<file path="src/rtl/adder_pkg.sv">
// ---------------------------------------------------------------------------
// adder_pkg
//   Shared constants for the adder family (ripple baseline and the faster
//   variants that are compared against it).
//   Contents:
//     ADDER_WIDTH  default operand/sum width
//     S_RST_VAL    value loaded into the registered sum on reset
//     CO_RST_VAL   value loaded into the registered carry out on reset
// ---------------------------------------------------------------------------
package adder_pkg;

  localparam int ADDER_WIDTH = 16;

  localparam logic [ADDER_WIDTH-1:0] S_RST_VAL  = '0;
  localparam logic                   CO_RST_VAL = 1'b0;

endpackage : adder_pkg

</file>
<file path="src/rtl/ripple_adder_16bit_full_adder.sv">
// ---------------------------------------------------------------------------
// full_adder
//   One-bit full adder cell, purely combinational. Chained by the ripple
//   adder top level to form the carry chain.
//   Ports:
//     a, b  input   operand bits
//     cin   input   carry in
//     s     output  sum bit   = a ^ b ^ cin
//     cout  output  carry out = majority(a, b, cin)
// ---------------------------------------------------------------------------
module full_adder (
  input  logic a,
  input  logic b,
  input  logic cin,
  output logic s,
  output logic cout
);

  assign s    = a ^ b ^ cin;
  assign cout = (a & b) | (a & cin) | (b & cin);

endmodule : full_adder

</file>
<file path="src/rtl/ripple_adder_16bit.sv">
// ---------------------------------------------------------------------------
// ripple_adder_16bit
//   Unsigned adder {Co,S} = X + Y + Ci built as a strict bit-to-bit ripple of
//   full_adder cells, followed by a single output register (1-cycle latency,
//   one new operation accepted every cycle, no handshake).
//   Ports:
//     clk  input          rising-edge clock
//     rst  input          synchronous active-high reset; clears S and Co and
//                         discards the operation sampled on that edge
//     X    input  WIDTH   addend A
//     Y    input  WIDTH   addend B
//     Ci   input          carry into bit 0
//     S    output WIDTH   registered sum
//     Co   output         registered carry out of the top bit
// ---------------------------------------------------------------------------
module ripple_adder_16bit
  import adder_pkg::*;
#(
  parameter int WIDTH = ADDER_WIDTH
) (
  input  logic             clk,
  input  logic             rst,
  input  logic [WIDTH-1:0] X,
  input  logic [WIDTH-1:0] Y,
  input  logic             Ci,
  output logic [WIDTH-1:0] S,
  output logic             Co
);

  // c[i] is the carry into bit i; c[WIDTH] is the carry out of the chain.
  // The critical path runs through every cell from c[0] to c[WIDTH].
  logic [WIDTH:0]   c;
  logic [WIDTH-1:0] s_d;
  logic             co_d;
  logic [WIDTH-1:0] S_q;
  logic             Co_q;

  assign c[0] = Ci;

  for (genvar i = 0; i < WIDTH; i++) begin : g_chain
    full_adder u_fa (
      .a    (X[i]),
      .b    (Y[i]),
      .cin  (c[i]),
      .s    (s_d[i]),
      .cout (c[i+1])
    );
  end

  assign co_d = c[WIDTH];

  // Output register stage
  always_ff @(posedge clk) begin
    if (rst) begin
      S_q  <= WIDTH'(S_RST_VAL);
      Co_q <= CO_RST_VAL;
    end else begin
      S_q  <= s_d;
      Co_q <= co_d;
    end
  end

  assign S  = S_q;
  assign Co = Co_q;

endmodule : ripple_adder_16bit

</file>
<file path="config.mk">
export PLATFORM = sky130hd
export DESIGN_NAME = ripple_adder_16bit
export DESIGN_NICKNAME = d
export VERILOG_FILES = /design/src/rtl/adder_pkg.sv /design/src/rtl/ripple_adder_16bit_full_adder.sv /design/src/rtl/ripple_adder_16bit.sv
export SDC_FILE = /design/constraint.sdc
export NUM_CORES = 1
export LEC_CHECK = 0
export BUFFER_PORTS_ARGS = -buffer_cell sky130_fd_sc_hd__buf_2
export CAP_MARGIN = 10
export CORE_MARGIN = 2
export CORE_UTILIZATION = 44
export DETAILED_ROUTE_END_ITERATION = 12
export PLACE_DENSITY = 0.89
export SLEW_MARGIN = 5
export SYNTH_ARGS = -nofsm -noshare
export SYNTH_HDL_FRONTEND = slang
export SYNTH_SLANG_ARGS = --single-unit
</file>
<file path="constraint.sdc">
create_clock -name clk -period 21.3 [get_ports clk]
set_input_delay 2.13 -clock clk [delete_from_list [all_inputs] [get_ports clk]]
set_output_delay 2.13 -clock clk [all_outputs]
set_load 0.03 [all_outputs]
</file>
==> impl_metrics.xml, run 1 <==
<?xml version="1.0" encoding="UTF-8"?>
<metrics>
  <group name="critical_path">
    <metric name="crit_path_end_kind" unit="">register</metric>
    <metric name="criticalPathCategory" unit="">in -&gt; reg</metric>
    <metric name="arrival" unit="ns">8.58</metric>
    <metric name="cp-start-kind" unit="">primary input</metric>
    <metric name="required" unit="ns">21.52</metric>
    <metric name="critPathMaxFanout" unit="">1</metric>
  </group>
  <group name="routing">
    <metric name="drc" unit="">0</metric>
    <metric name="wire_per_inst" unit="um">10.7</metric>
    <metric name="drt.antenna.violating_nets" unit="">0</metric>
    <metric name="num_vias" unit="">564</metric>
    <metric name="drt_wl_total" unit="um">1460</metric>
    <metric name="detail_route.first_pass.iterations" unit="">3</metric>
    <metric name="post_drt_via_cell_ratio" unit="">4.12</metric>
    <metric name="drt_first_iter_violations" unit="">2</metric>
  </group>
  <group name="global_routing">
    <metric name="grt.total_usage" unit="%">14.5</metric>
    <metric name="antenna_violations_before_repair" unit="">0</metric>
    <metric name="grt_first_pass_wirelength" unit="um">2100</metric>
    <metric name="maximum_number_of_pins_on_one_net_before_global_route_repair" unit="">18</metric>
    <metric name="first_global_vias" unit="">526</metric>
    <metric name="global_route.overflow_total" unit="">0</metric>
  </group>
  <group name="clock_tree">
    <metric name="clock-sinks" unit="">17</metric>
    <metric name="clk_root_buffer_cell" unit="">sky130_fd_sc_hd__clkbuf_4</metric>
    <metric name="post_cts_hold_buffer_count" unit="">0</metric>
    <metric name="tritoncts" unit="">built</metric>
    <metric name="cts.clk_slew.worst_paths" unit="ns">0.09</metric>
    <metric name="setup_bufs_post_cts" unit="">0</metric>
    <metric name="cts_resized" unit="">0</metric>
    <metric name="numCtsBuffers" unit="">3</metric>
    <metric name="cts_buffer_depth" unit="">2</metric>
    <metric name="htree_num_levels" unit="">1</metric>
  </group>
  <group name="timing">
    <metric name="maxClockFrequency" unit="MHz">120</metric>
    <metric name="max_slew.worst_pin.slew" unit="ns">0.273</metric>
    <metric name="post_route_fraction_of_the_period_consumed_by_the_critical_path" unit="%">39.3</metric>
    <metric name="maxSlewViolCount" unit="">0</metric>
    <metric name="finalSetupViolations" unit="">0</metric>
    <metric name="setup_repair_after_global_routing_missed_its_margin" unit="">no</metric>
    <metric name="worst_slew_margin_relative_to_its_limit" unit="%">81.8</metric>
    <metric name="post-route-worst-setup-slack" unit="ns">12.94</metric>
    <metric name="period_needed" unit="ns">8.36</metric>
    <metric name="fin_tns_setup" unit="ns">0</metric>
    <metric name="final_hold_viol_count" unit="">0</metric>
  </group>
  <group name="synthesis">
    <metric name="dominantRegCellSynth" unit="">sky130_fd_sc_hd__dfxtp_1</metric>
    <metric name="synth_top_cells_by_area" unit="">sky130_fd_sc_hd__dfxtp_1 (42%), sky130_fd_sc_hd__fa_1 (40%), sky130_fd_sc_hd__nor2b_1 (7.8%)</metric>
    <metric name="synth.most_common_cell" unit="">sky130_fd_sc_hd__dfxtp_1</metric>
    <metric name="synth_top_area_cell" unit="">sky130_fd_sc_hd__dfxtp_1</metric>
    <metric name="synth_largest_type_area_fraction" unit="%">42.4</metric>
    <metric name="number_of_flops_mapped_to_enable_cells_by_yosys" unit="">0</metric>
    <metric name="netlist-cell-type-count" unit="">7</metric>
    <metric name="async_set_or_reset_register_ratio_after_synthesis" unit="%">0</metric>
    <metric name="syn_inst" unit="">58</metric>
    <metric name="synth.ff_latch_count" unit="">17</metric>
    <metric name="synth_nets" unit="">109</metric>
    <metric name="sequential_area_share_after_synthesis" unit="%">42.4</metric>
    <metric name="post_synth_instance_area" unit="sq um">802</metric>
    <metric name="post_synth_most_frequent_cells" unit="">sky130_fd_sc_hd__dfxtp_1 (17), sky130_fd_sc_hd__fa_1 (16), sky130_fd_sc_hd__nor2b_1 (10)</metric>
    <metric name="yosys_warnings" unit="">0</metric>
    <metric name="average_footprint_of_a_synthesized_cell" unit="sq um">13.8</metric>
  </group>
  <group name="layout">
    <metric name="nNetsFinal" unit="">164</metric>
    <metric name="antennaDiodeCount" unit="">0</metric>
    <metric name="finalInstanceArea" unit="sq mm">0.00110</metric>
    <metric name="syn_to_final_growth" unit="%">37.6</metric>
    <metric name="fin_util" unit="%">63.9</metric>
    <metric name="layout-drive-gt1-share" unit="%">48.2</metric>
    <metric name="stdcell_count" unit="">137</metric>
  </group>
  <group name="pwr">
    <metric name="power.share.combinational" unit="%">32.8</metric>
    <metric name="power.density" unit="mW/mm^2">71.0</metric>
    <metric name="switching_share" unit="%">32.2</metric>
    <metric name="power.static_leakage" unit="nW">0.574</metric>
    <metric name="internal_portion_of_total_power" unit="mW">0.0532</metric>
    <metric name="ir_worst_vdd" unit="mV">0.0310</metric>
    <metric name="sequentialPowerShare" unit="%">46.6</metric>
    <metric name="netSwitchingPower" unit="mW">0.0252</metric>
    <metric name="clockPowerShare" unit="%">20.5</metric>
  </group>
  <group name="die">
    <metric name="overall_die_area" unit="sq mm">0.00218</metric>
    <metric name="die_w" unit="um">46.7</metric>
    <metric name="die_y" unit="um">46.7</metric>
    <metric name="initial_utilization" unit="%">46.4</metric>
    <metric name="core_area" unit="sq mm">0.00173</metric>
    <metric name="floorplan.io_pins" unit="">52</metric>
    <metric name="rows" unit="">15</metric>
  </group>
  <group name="placement">
    <metric name="dp_hpwl" unit="um">1320</metric>
    <metric name="io_buffers" unit="">51</metric>
    <metric name="post-place-ws" unit="ns">12.64</metric>
    <metric name="placed_cells" unit="">133</metric>
    <metric name="placement.cell_area" unit="sq mm">0.00108</metric>
    <metric name="place.gp.congestion" unit="">0.657</metric>
  </group>
  <group name="flow_run">
    <metric name="timing.max_cap.violations" unit="">0</metric>
  </group>
  <group name="hold_path">
    <metric name="min_path_cells" unit="">2</metric>
    <metric name="hp-start" unit="">rst</metric>
    <metric name="whs_endpoint" unit="">S[0]</metric>
    <metric name="worstHoldPathType" unit="">in -&gt; reg</metric>
  </group>
  <group name="run_status">
    <metric name="run_status" unit="">finished clean</metric>
  </group>
</metrics>
## logic make-up after synthesis
family	Yosys count	synth area share, %
flops	17	42.4
simple gates	17	12.9
fa+ha+maj	16	39.9
buf+inv	8	4.68
## cell usage in the layout (no fill, tap or decap), drive strengths merged
| master | instances |
|---|---|
| buf | 51 |
| dfxtp | 17 |
| fa | 16 |
| nor2b | 10 |
| inv | 7 |
| and2b | 4 |
| clkbuf | 4 |
| nor2 | 3 |
## routing by layer
| layer | part of all wire [%] | wire length [um] | global-route usage [%] | up-vias |
|---|---|---|---|---|
| met2 | 56 | 826 | 26.9 | 33 |
| li1 | - | - | - | 274 |
| met4 | 2.3 | 33 | 8.33 | 0 |
| met5 | 0 | 0 | 0 | - |
| met1 | 32 | 473 | 14.0 | 253 |
| met3 | 8.9 | 130 | 4.31 | 4 |
## stage by stage
stage | total power [mW] | hold WS [ns]
3_3_place_gp | 0.0622 | 2.48
6_report | 0.0784 | 2.20
2_1_floorplan | 0.0535 | 2.20
3_5_place_dp | 0.0637 | 2.49
4_1_cts | 0.0796 | 2.20
5_1_grt | 0.0843 | 2.22
## flip-flops by register name, summed over array words and instances, names as in the netlist
name  cells
Co        1
S        16
## how the worst max path moves through the flow
stage / startpoint / to / cells past startpoint
after detailed placement: Y[0] / S[15] / 21
after global routing: Y[0] / S[15] / 21
after floorplan: X[0] / S[15] / 20
after global placement: X[0] / S[15] / 21
after CTS: Y[0] / S[15] / 21
final: Y[0] / S[15] / 21
## final cells by class
type | instances | area, sq um
Sequential cell | 17 | 340
Inverter | 7 | 26.3
Multi-Input combinational cell | 33 | 424
Timing Repair Buffer | 51 | 255
Fill cell | 159 | 623
Tap cell | 25 | 31.3
Clock buffer | 4 | 26.3
## power by group through the flow
stage	logic (mW)	clock network (mW)	registers, mW
after floorplan	0.00752	0	0.0460
after global placement	0.0249	0	0.0373
after detailed placement	0.0263	0	0.0374
after CTS	0.0263	0.0167	0.0366
after global routing	0.0287	0.0184	0.0371
final	0.0257	0.0161	0.0366
## critical path, cell delays in order
cell and delay, ns:
sky130_fd_sc_hd__buf_2 0.10, sky130_fd_sc_hd__inv_1 0.07, sky130_fd_sc_hd__fa_1 0.17, sky130_fd_sc_hd__inv_1 0.05, sky130_fd_sc_hd__fa_1 0.40, sky130_fd_sc_hd__fa_1 0.41
sky130_fd_sc_hd__fa_1 0.41, sky130_fd_sc_hd__fa_1 0.39, sky130_fd_sc_hd__fa_1 0.41, sky130_fd_sc_hd__fa_1 0.39, sky130_fd_sc_hd__fa_1 0.39, sky130_fd_sc_hd__fa_1 0.39
sky130_fd_sc_hd__fa_1 0.39, sky130_fd_sc_hd__fa_1 0.39, sky130_fd_sc_hd__fa_1 0.39, sky130_fd_sc_hd__fa_1 0.41, sky130_fd_sc_hd__fa_1 0.39, sky130_fd_sc_hd__fa_1 0.36
sky130_fd_sc_hd__inv_1 0.07, sky130_fd_sc_hd__fa_1 0.40, sky130_fd_sc_hd__nor2_1 0.09
No activity file was read; power rests on OpenSTA's default activity.
==> run 2: changes to the inputs <==
CORE_UTILIZATION = 40   (was 44)
PLACE_DENSITY = 0.82   (was 0.89)
clock period = 7.9 ns   (was 21.3 ns; I/O delays follow)
==> run 2 against run 1 <==
Via count decreased by 1.2%. Highest routed layer unchanged. Largest power group unchanged. Combinational power increased to 2.7 times the previous value. Flip-flop and latch count unchanged. Die area increased by 9.1%. Non-clock buffer count unchanged. Setup slack got worse by 12 ns. Sequential power increased to 2.7 times the previous value. Critical endpoint unchanged. Sequential share of layout area decreased by 0.070 points. Core utilization decreased by 6.4 points.
==> impl_metrics.xml, run 2 (same netlist as run 1, synthesis figures left out) <==
<?xml version="1.0" encoding="UTF-8"?>
<metrics>
  <group name="layout">
    <metric name="stdcell_count" unit="">139</metric>
    <metric name="antennaDiodeCount" unit="">0</metric>
    <metric name="nNetsFinal" unit="">164</metric>
    <metric name="final_common_cell" unit="">sky130_fd_sc_hd__buf_2</metric>
    <metric name="fin_util" unit="%">57.6</metric>
    <metric name="syn_to_final_growth" unit="%">37.9</metric>
    <metric name="largest_reg_flops" unit="">16</metric>
    <metric name="layout-drive-gt1-share" unit="%">48.2</metric>
    <metric name="layout_common_cells" unit="">sky130_fd_sc_hd__buf_2 (51), sky130_fd_sc_hd__dfxtp_1 (17), sky130_fd_sc_hd__fa_1 (16)</metric>
  </group>
  <group name="placement">
    <metric name="place.gp.congestion" unit="">0.605</metric>
    <metric name="post-place-ws" unit="ns">0.585</metric>
    <metric name="placed_cells" unit="">135</metric>
    <metric name="io_buffers" unit="">51</metric>
    <metric name="dp_hpwl" unit="um">1260</metric>
  </group>
  <group name="critical_path">
    <metric name="cp-start-kind" unit="">primary input</metric>
    <metric name="criticalPathCategory" unit="">in -&gt; reg</metric>
    <metric name="critPathMaxFanout" unit="">1</metric>
    <metric name="required" unit="ns">8.12</metric>
    <metric name="arrival" unit="ns">7.20</metric>
    <metric name="crit_path_end_kind" unit="">register</metric>
  </group>
  <group name="routing">
    <metric name="post_drt_via_cell_ratio" unit="">4.01</metric>
    <metric name="drc" unit="">0</metric>
    <metric name="num_vias" unit="">557</metric>
    <metric name="drt_first_iter_violations" unit="">3</metric>
    <metric name="drt_wl_total" unit="um">1410</metric>
    <metric name="wire_per_inst" unit="um">10.2</metric>
    <metric name="drt.antenna.violating_nets" unit="">0</metric>
    <metric name="detail_route.first_pass.iterations" unit="">2</metric>
  </group>
  <group name="die">
    <metric name="overall_die_area" unit="sq mm">0.00238</metric>
    <metric name="floorplan.io_pins" unit="">52</metric>
    <metric name="rows" unit="">16</metric>
    <metric name="die_y" unit="um">48.8</metric>
    <metric name="initial_utilization" unit="%">41.7</metric>
    <metric name="core_area" unit="sq mm">0.00192</metric>
    <metric name="die_w" unit="um">48.8</metric>
  </group>
  <group name="clock_tree">
    <metric name="clock-sinks" unit="">17</metric>
    <metric name="cts_buffer_depth" unit="">2</metric>
    <metric name="cts_resized" unit="">0</metric>
    <metric name="post_cts_hold_buffer_count" unit="">0</metric>
    <metric name="tritoncts" unit="">built</metric>
    <metric name="setup_bufs_post_cts" unit="">0</metric>
    <metric name="htree_num_levels" unit="">1</metric>
    <metric name="cts.clk_slew.worst_paths" unit="ns">0.09</metric>
    <metric name="numCtsBuffers" unit="">3</metric>
    <metric name="clk_root_buffer_cell" unit="">sky130_fd_sc_hd__clkbuf_4</metric>
  </group>
  <group name="timing">
    <metric name="worst_slew_margin_relative_to_its_limit" unit="%">82.8</metric>
    <metric name="period_needed" unit="ns">6.98</metric>
    <metric name="maxSlewViolCount" unit="">0</metric>
    <metric name="fin_tns_setup" unit="ns">0</metric>
    <metric name="finalSetupViolations" unit="">0</metric>
    <metric name="post_route_fraction_of_the_period_consumed_by_the_critical_path" unit="%">88.3</metric>
    <metric name="setup_repair_after_global_routing_missed_its_margin" unit="">no</metric>
    <metric name="post-route-worst-setup-slack" unit="ns">0.923</metric>
    <metric name="final_hold_viol_count" unit="">0</metric>
    <metric name="maxClockFrequency" unit="MHz">143</metric>
    <metric name="max_slew.worst_pin.slew" unit="ns">0.258</metric>
  </group>
  <group name="global_routing">
    <metric name="global_route.overflow_total" unit="">0</metric>
    <metric name="grt_first_pass_wirelength" unit="um">2490</metric>
    <metric name="maximum_number_of_pins_on_one_net_before_global_route_repair" unit="">18</metric>
    <metric name="antenna_violations_before_repair" unit="">0</metric>
    <metric name="grt.total_usage" unit="%">14.6</metric>
    <metric name="first_global_vias" unit="">600</metric>
  </group>
  <group name="pwr">
    <metric name="power.density" unit="mW/mm^2">191</metric>
    <metric name="ir_worst_vdd" unit="mV">0.0863</metric>
    <metric name="power.static_leakage" unit="nW">0.574</metric>
  </group>
  <group name="hold_path">
    <metric name="worstHoldPathType" unit="">in -&gt; reg</metric>
  </group>
  <group name="run_status">
    <metric name="run_status" unit="">finished clean</metric>
  </group>
  <group name="flow_run">
    <metric name="timing.max_cap.violations" unit="">0</metric>
  </group>
</metrics>
[run 2: cell counts in the layout (fill, tap and decap cells not counted)]
Identical to the previous run, type by type.
[run 2: layout make-up]
cell class                      count  area, sq um
Tap cell                           27         33.8
Timing Repair Buffer               51          255
Fill cell                         182          816
Inverter                            7         26.3
Clock buffer                        4         26.3
Sequential cell                    17          340
Multi-Input combinational cell     33          424
[run 2: critical path: stages]
cell and delay [ns]:
sky130_fd_sc_hd__buf_2 0.09, sky130_fd_sc_hd__inv_1 0.07, sky130_fd_sc_hd__fa_1 0.18, sky130_fd_sc_hd__inv_1 0.05, sky130_fd_sc_hd__fa_1 0.37, sky130_fd_sc_hd__fa_1 0.40
sky130_fd_sc_hd__fa_1 0.39, sky130_fd_sc_hd__fa_1 0.39, sky130_fd_sc_hd__fa_1 0.38, sky130_fd_sc_hd__fa_1 0.39, sky130_fd_sc_hd__fa_1 0.40, sky130_fd_sc_hd__fa_1 0.40
sky130_fd_sc_hd__fa_1 0.39, sky130_fd_sc_hd__fa_1 0.39, sky130_fd_sc_hd__fa_1 0.39, sky130_fd_sc_hd__fa_1 0.39, sky130_fd_sc_hd__fa_1 0.40, sky130_fd_sc_hd__fa_1 0.39
sky130_fd_sc_hd__inv_1 0.08, sky130_fd_sc_hd__fa_1 0.40, sky130_fd_sc_hd__nor2_1 0.08
[run 2: path summary, 6_finish.rpt]
| path | from | end | slack, ns | cells after the start |
|---|---|---|---|---|
| worst max-delay path | X[0] | S[15] | 0.92 | 21 |
| worst min-delay path | rst | S[15] | 0.85 | 2 |
[run 2: routing by layer]
layer  track usage [%]  share of wire, %
met1              14.9                35
met2              26.3                54
met3              4.29               9.8
met4              8.57               1.3
met5                 0                 0
[run 2: metrics by stage]
step           hold slack, ns  total power, mW  area (sq um)
5_1_grt                 0.859            0.228          1110
6_report                0.850            0.211          1110
2_1_floorplan           0.862            0.144           802
3_3_place_gp             1.14            0.168          1080
4_1_cts                 0.849            0.215          1110
3_5_place_dp             1.14            0.171          1080
[run 2: power by group]
group          switching (mW)  internal (mW)
logic                  0.0422         0.0276
clock network          0.0232         0.0195
registers             0.00215         0.0966
total                  0.0675          0.144
==> run 3: changes to the inputs <==
CORE_MARGIN = 5   (was 2)
PLACE_DENSITY = 0.84   (was 0.82)
SYNTH_HIERARCHICAL = 1   (was default)
==> run 3 against run 2 <==
Clock-buffer cell count is the same. Global-route usage shrank 3.4 points. Largest cell class unchanged. Clock power grew 3%. Fmax shrank 4.1%. Wire length grew 7.4%. First-iteration DRC count shrank 33%. Core utilization shrank 0.33 points. Flip-flop and latch count is the same. Setup slack lost 0.29 ns. Largest power group unchanged. Via count shrank 5.4%.
==> impl_metrics.xml, run 3 <==
<?xml version="1.0" encoding="UTF-8"?>
<metrics>
  <group name="run_status">
    <metric name="run_status" unit="">finished clean</metric>
  </group>
  <group name="routing">
    <metric name="num_vias" unit="">527</metric>
    <metric name="drt_wl_total" unit="um">1520</metric>
    <metric name="drt.antenna.violating_nets" unit="">0</metric>
    <metric name="drc" unit="">0</metric>
    <metric name="detail_route.first_pass.iterations" unit="">4</metric>
    <metric name="post_drt_via_cell_ratio" unit="">3.99</metric>
    <metric name="drt_first_iter_violations" unit="">2</metric>
    <metric name="wire_per_inst" unit="um">11.5</metric>
  </group>
  <group name="pwr">
    <metric name="ir_worst_vdd" unit="mV">0.0837</metric>
    <metric name="power.density" unit="mW/mm^2">193</metric>
    <metric name="power.share.combinational" unit="%">32.9</metric>
    <metric name="netSwitchingPower" unit="mW">0.0678</metric>
    <metric name="sequentialPowerShare" unit="%">46.5</metric>
    <metric name="finalPower" unit="mW">0.212</metric>
    <metric name="power.static_leakage" unit="nW">0.545</metric>
    <metric name="internal_portion_of_total_power" unit="mW">0.144</metric>
    <metric name="switching_share" unit="%">31.9</metric>
    <metric name="clockPowerShare" unit="%">20.7</metric>
  </group>
  <group name="timing">
    <metric name="final_hold_viol_count" unit="">0</metric>
    <metric name="fin_tns_setup" unit="ns">0</metric>
    <metric name="maxSlewViolCount" unit="">0</metric>
    <metric name="post-route-worst-setup-slack" unit="ns">0.628</metric>
    <metric name="finalSetupViolations" unit="">0</metric>
    <metric name="worst_slew_margin_relative_to_its_limit" unit="%">82.0</metric>
    <metric name="setup_repair_after_global_routing_missed_its_margin" unit="">no</metric>
    <metric name="maxClockFrequency" unit="MHz">138</metric>
    <metric name="period_needed" unit="ns">7.27</metric>
    <metric name="fin_hold_ws" unit="ns">0.860</metric>
    <metric name="post_route_fraction_of_the_period_consumed_by_the_critical_path" unit="%">92.0</metric>
    <metric name="max_slew.worst_pin.slew" unit="ns">0.270</metric>
  </group>
  <group name="synthesis">
    <metric name="number_of_flops_mapped_to_enable_cells_by_yosys" unit="">0</metric>
    <metric name="synth_simple_gate_area_share" unit="%">15.6</metric>
    <metric name="dominantRegCellSynth" unit="">sky130_fd_sc_hd__dfxtp_1</metric>
    <metric name="synth_top_area_cell" unit="">sky130_fd_sc_hd__dfxtp_1</metric>
    <metric name="synth_top_cells_by_area" unit="">sky130_fd_sc_hd__dfxtp_1 (43%), sky130_fd_sc_hd__fa_1 (40%), sky130_fd_sc_hd__nor2b_1 (7.9%)</metric>
    <metric name="post_synth_most_frequent_cells" unit="">sky130_fd_sc_hd__dfxtp_1 (17), sky130_fd_sc_hd__fa_1 (16), sky130_fd_sc_hd__nor2b_1 (10)</metric>
    <metric name="synth.area.mux_share" unit="%">0</metric>
    <metric name="synth_top_family_by_area" unit="">adder cells</metric>
    <metric name="yosys_warnings" unit="">6</metric>
    <metric name="synth_adder_area_share" unit="%">40.3</metric>
    <metric name="synth-compound-area-share" unit="%">0</metric>
    <metric name="post_synth_instance_area" unit="sq um">796</metric>
    <metric name="sequential_area_share_after_synthesis" unit="%">42.8</metric>
    <metric name="syn_inst" unit="">51</metric>
    <metric name="async_set_or_reset_register_ratio_after_synthesis" unit="%">0</metric>
    <metric name="synth.most_common_cell" unit="">sky130_fd_sc_hd__dfxtp_1</metric>
    <metric name="netlist-cell-type-count" unit="">5</metric>
    <metric name="synth.ff_latch_count" unit="">17</metric>
    <metric name="synth_nets" unit="">102</metric>
    <metric name="synth_largest_type_area_fraction" unit="%">42.8</metric>
    <metric name="synth_xor_xnor_area_share" unit="%">0</metric>
    <metric name="average_footprint_of_a_synthesized_cell" unit="sq um">15.6</metric>
  </group>
  <group name="global_routing">
    <metric name="global_route.overflow_total" unit="">0</metric>
    <metric name="grt.total_usage" unit="%">11.2</metric>
    <metric name="first_global_vias" unit="">564</metric>
    <metric name="maximum_number_of_pins_on_one_net_before_global_route_repair" unit="">18</metric>
    <metric name="grt_first_pass_wirelength" unit="um">2310</metric>
    <metric name="antenna_violations_before_repair" unit="">0</metric>
  </group>
  <group name="layout">
    <metric name="stdcell_count" unit="">132</metric>
    <metric name="layout_common_cells" unit="">sky130_fd_sc_hd__buf_2 (51), sky130_fd_sc_hd__dfxtp_1 (17), sky130_fd_sc_hd__fa_1 (16)</metric>
    <metric name="fillerInstances" unit="">179</metric>
    <metric name="syn_to_final_growth" unit="%">38.2</metric>
    <metric name="ff_latch_area" unit="sq um">340</metric>
    <metric name="final_common_cell" unit="">sky130_fd_sc_hd__buf_2</metric>
    <metric name="nNetsFinal" unit="">157</metric>
    <metric name="layout-drive-gt1-share" unit="%">58.1</metric>
    <metric name="fin_util" unit="%">57.2</metric>
    <metric name="multiInputGateArea" unit="sq um">444</metric>
    <metric name="antennaDiodeCount" unit="">0</metric>
    <metric name="largest_reg_flops" unit="">16</metric>
    <metric name="finalInstanceArea" unit="sq mm">0.00110</metric>
  </group>
  <group name="clock_tree">
    <metric name="post_cts_hold_buffer_count" unit="">0</metric>
    <metric name="tritoncts" unit="">built</metric>
    <metric name="cts_buffer_depth" unit="">2</metric>
    <metric name="setup_bufs_post_cts" unit="">0</metric>
    <metric name="numCtsBuffers" unit="">3</metric>
    <metric name="clock-sinks" unit="">17</metric>
    <metric name="cts_resized" unit="">0</metric>
    <metric name="cts.clk_slew.worst_paths" unit="ns">0.09</metric>
    <metric name="clk_root_buffer_cell" unit="">sky130_fd_sc_hd__clkbuf_4</metric>
    <metric name="htree_num_levels" unit="">1</metric>
  </group>
  <group name="hold_path">
    <metric name="min_path_cells" unit="">2</metric>
    <metric name="worstHoldPathType" unit="">in -&gt; reg</metric>
  </group>
  <group name="critical_path">
    <metric name="critPathMaxFanout" unit="">1</metric>
    <metric name="crit_path_end_kind" unit="">register</metric>
    <metric name="required" unit="ns">8.08</metric>
    <metric name="cp-start-kind" unit="">primary input</metric>
    <metric name="arrival" unit="ns">7.45</metric>
    <metric name="criticalPathCategory" unit="">in -&gt; reg</metric>
  </group>
  <group name="placement">
    <metric name="post-place-ws" unit="ns">0.307</metric>
    <metric name="io_buffers" unit="">51</metric>
    <metric name="placement.cell_area" unit="sq mm">0.00107</metric>
    <metric name="dp_hpwl" unit="um">1340</metric>
    <metric name="place.gp.congestion" unit="">0.622</metric>
    <metric name="placed_cells" unit="">128</metric>
  </group>
  <group name="die">
    <metric name="die_y" unit="um">54.6</metric>
    <metric name="overall_die_area" unit="sq mm">0.00298</metric>
    <metric name="floorplan.io_pins" unit="">52</metric>
    <metric name="rows" unit="">16</metric>
    <metric name="initial_utilization" unit="%">41.4</metric>
    <metric name="core_area" unit="sq mm">0.00192</metric>
    <metric name="die_w" unit="um">54.6</metric>
  </group>
  <group name="flow_run">
    <metric name="timing.max_cap.violations" unit="">0</metric>
  </group>
</metrics>
[run 3: critical path, stage by stage]
cell	delay, ns
sky130_fd_sc_hd__buf_2	0.11
sky130_fd_sc_hd__fa_1	0.44
sky130_fd_sc_hd__fa_1	0.40
sky130_fd_sc_hd__fa_1	0.41
sky130_fd_sc_hd__fa_1	0.40
sky130_fd_sc_hd__fa_1	0.39
sky130_fd_sc_hd__fa_1	0.39
sky130_fd_sc_hd__fa_1	0.40
sky130_fd_sc_hd__fa_1	0.39
sky130_fd_sc_hd__fa_1	0.39
sky130_fd_sc_hd__fa_1	0.39
sky130_fd_sc_hd__fa_1	0.38
sky130_fd_sc_hd__fa_1	0.39
sky130_fd_sc_hd__fa_1	0.39
sky130_fd_sc_hd__fa_1	0.39
sky130_fd_sc_hd__fa_1	0.39
sky130_fd_sc_hd__fa_1	0.43
sky130_fd_sc_hd__and2b_2	0.19
[run 3: layout make-up]
| cell class | count | area share, % |
|---|---|---|
| Multi-Input combinational cell | 33 | 40.4 |
| Sequential cell | 17 | 30.9 |
| Clock buffer | 4 | 2.39 |
| Tap cell | 27 | 3.07 |
| Timing Repair Buffer | 51 | 23.2 |
[run 3: power by group through the flow]
stage | registers [mW] | clock network (mW) | logic, mW
2_1_floorplan | 0.124 | 0 | 0.0203
3_3_place_gp | 0.101 | 0 | 0.0685
3_5_place_dp | 0.101 | 0 | 0.0708
4_1_cts | 0.0987 | 0.0446 | 0.0712
5_1_grt | 0.100 | 0.0486 | 0.0779
6_report | 0.0986 | 0.0439 | 0.0698
[run 3: logic make-up (layout without fill, tap and decap cells)]
logic type	after synthesis	count (layout)
buffers and inverters	1	55
AND/OR/NAND/NOR	17	17
adder cells (fa/ha/maj)	16	16
flip-flops	17	17
[run 3: final timing paths]
kind	start	end	slack [ns]
worst max-delay path	X[0]	S[15]	0.63
worst min-delay path	rst	S[9]	0.86
[run 3: per-layer routing]
layer / GRT usage, % / part of all wire, % / vias to the layer above
met1: 10.6 / 34 / 236
met4: 6.22 / 0 / 0
met2: 21.1 / 54 / 30
li1: - / - / 261
met3: 3.27 / 12 / 0
met5: 0 / 0 / -
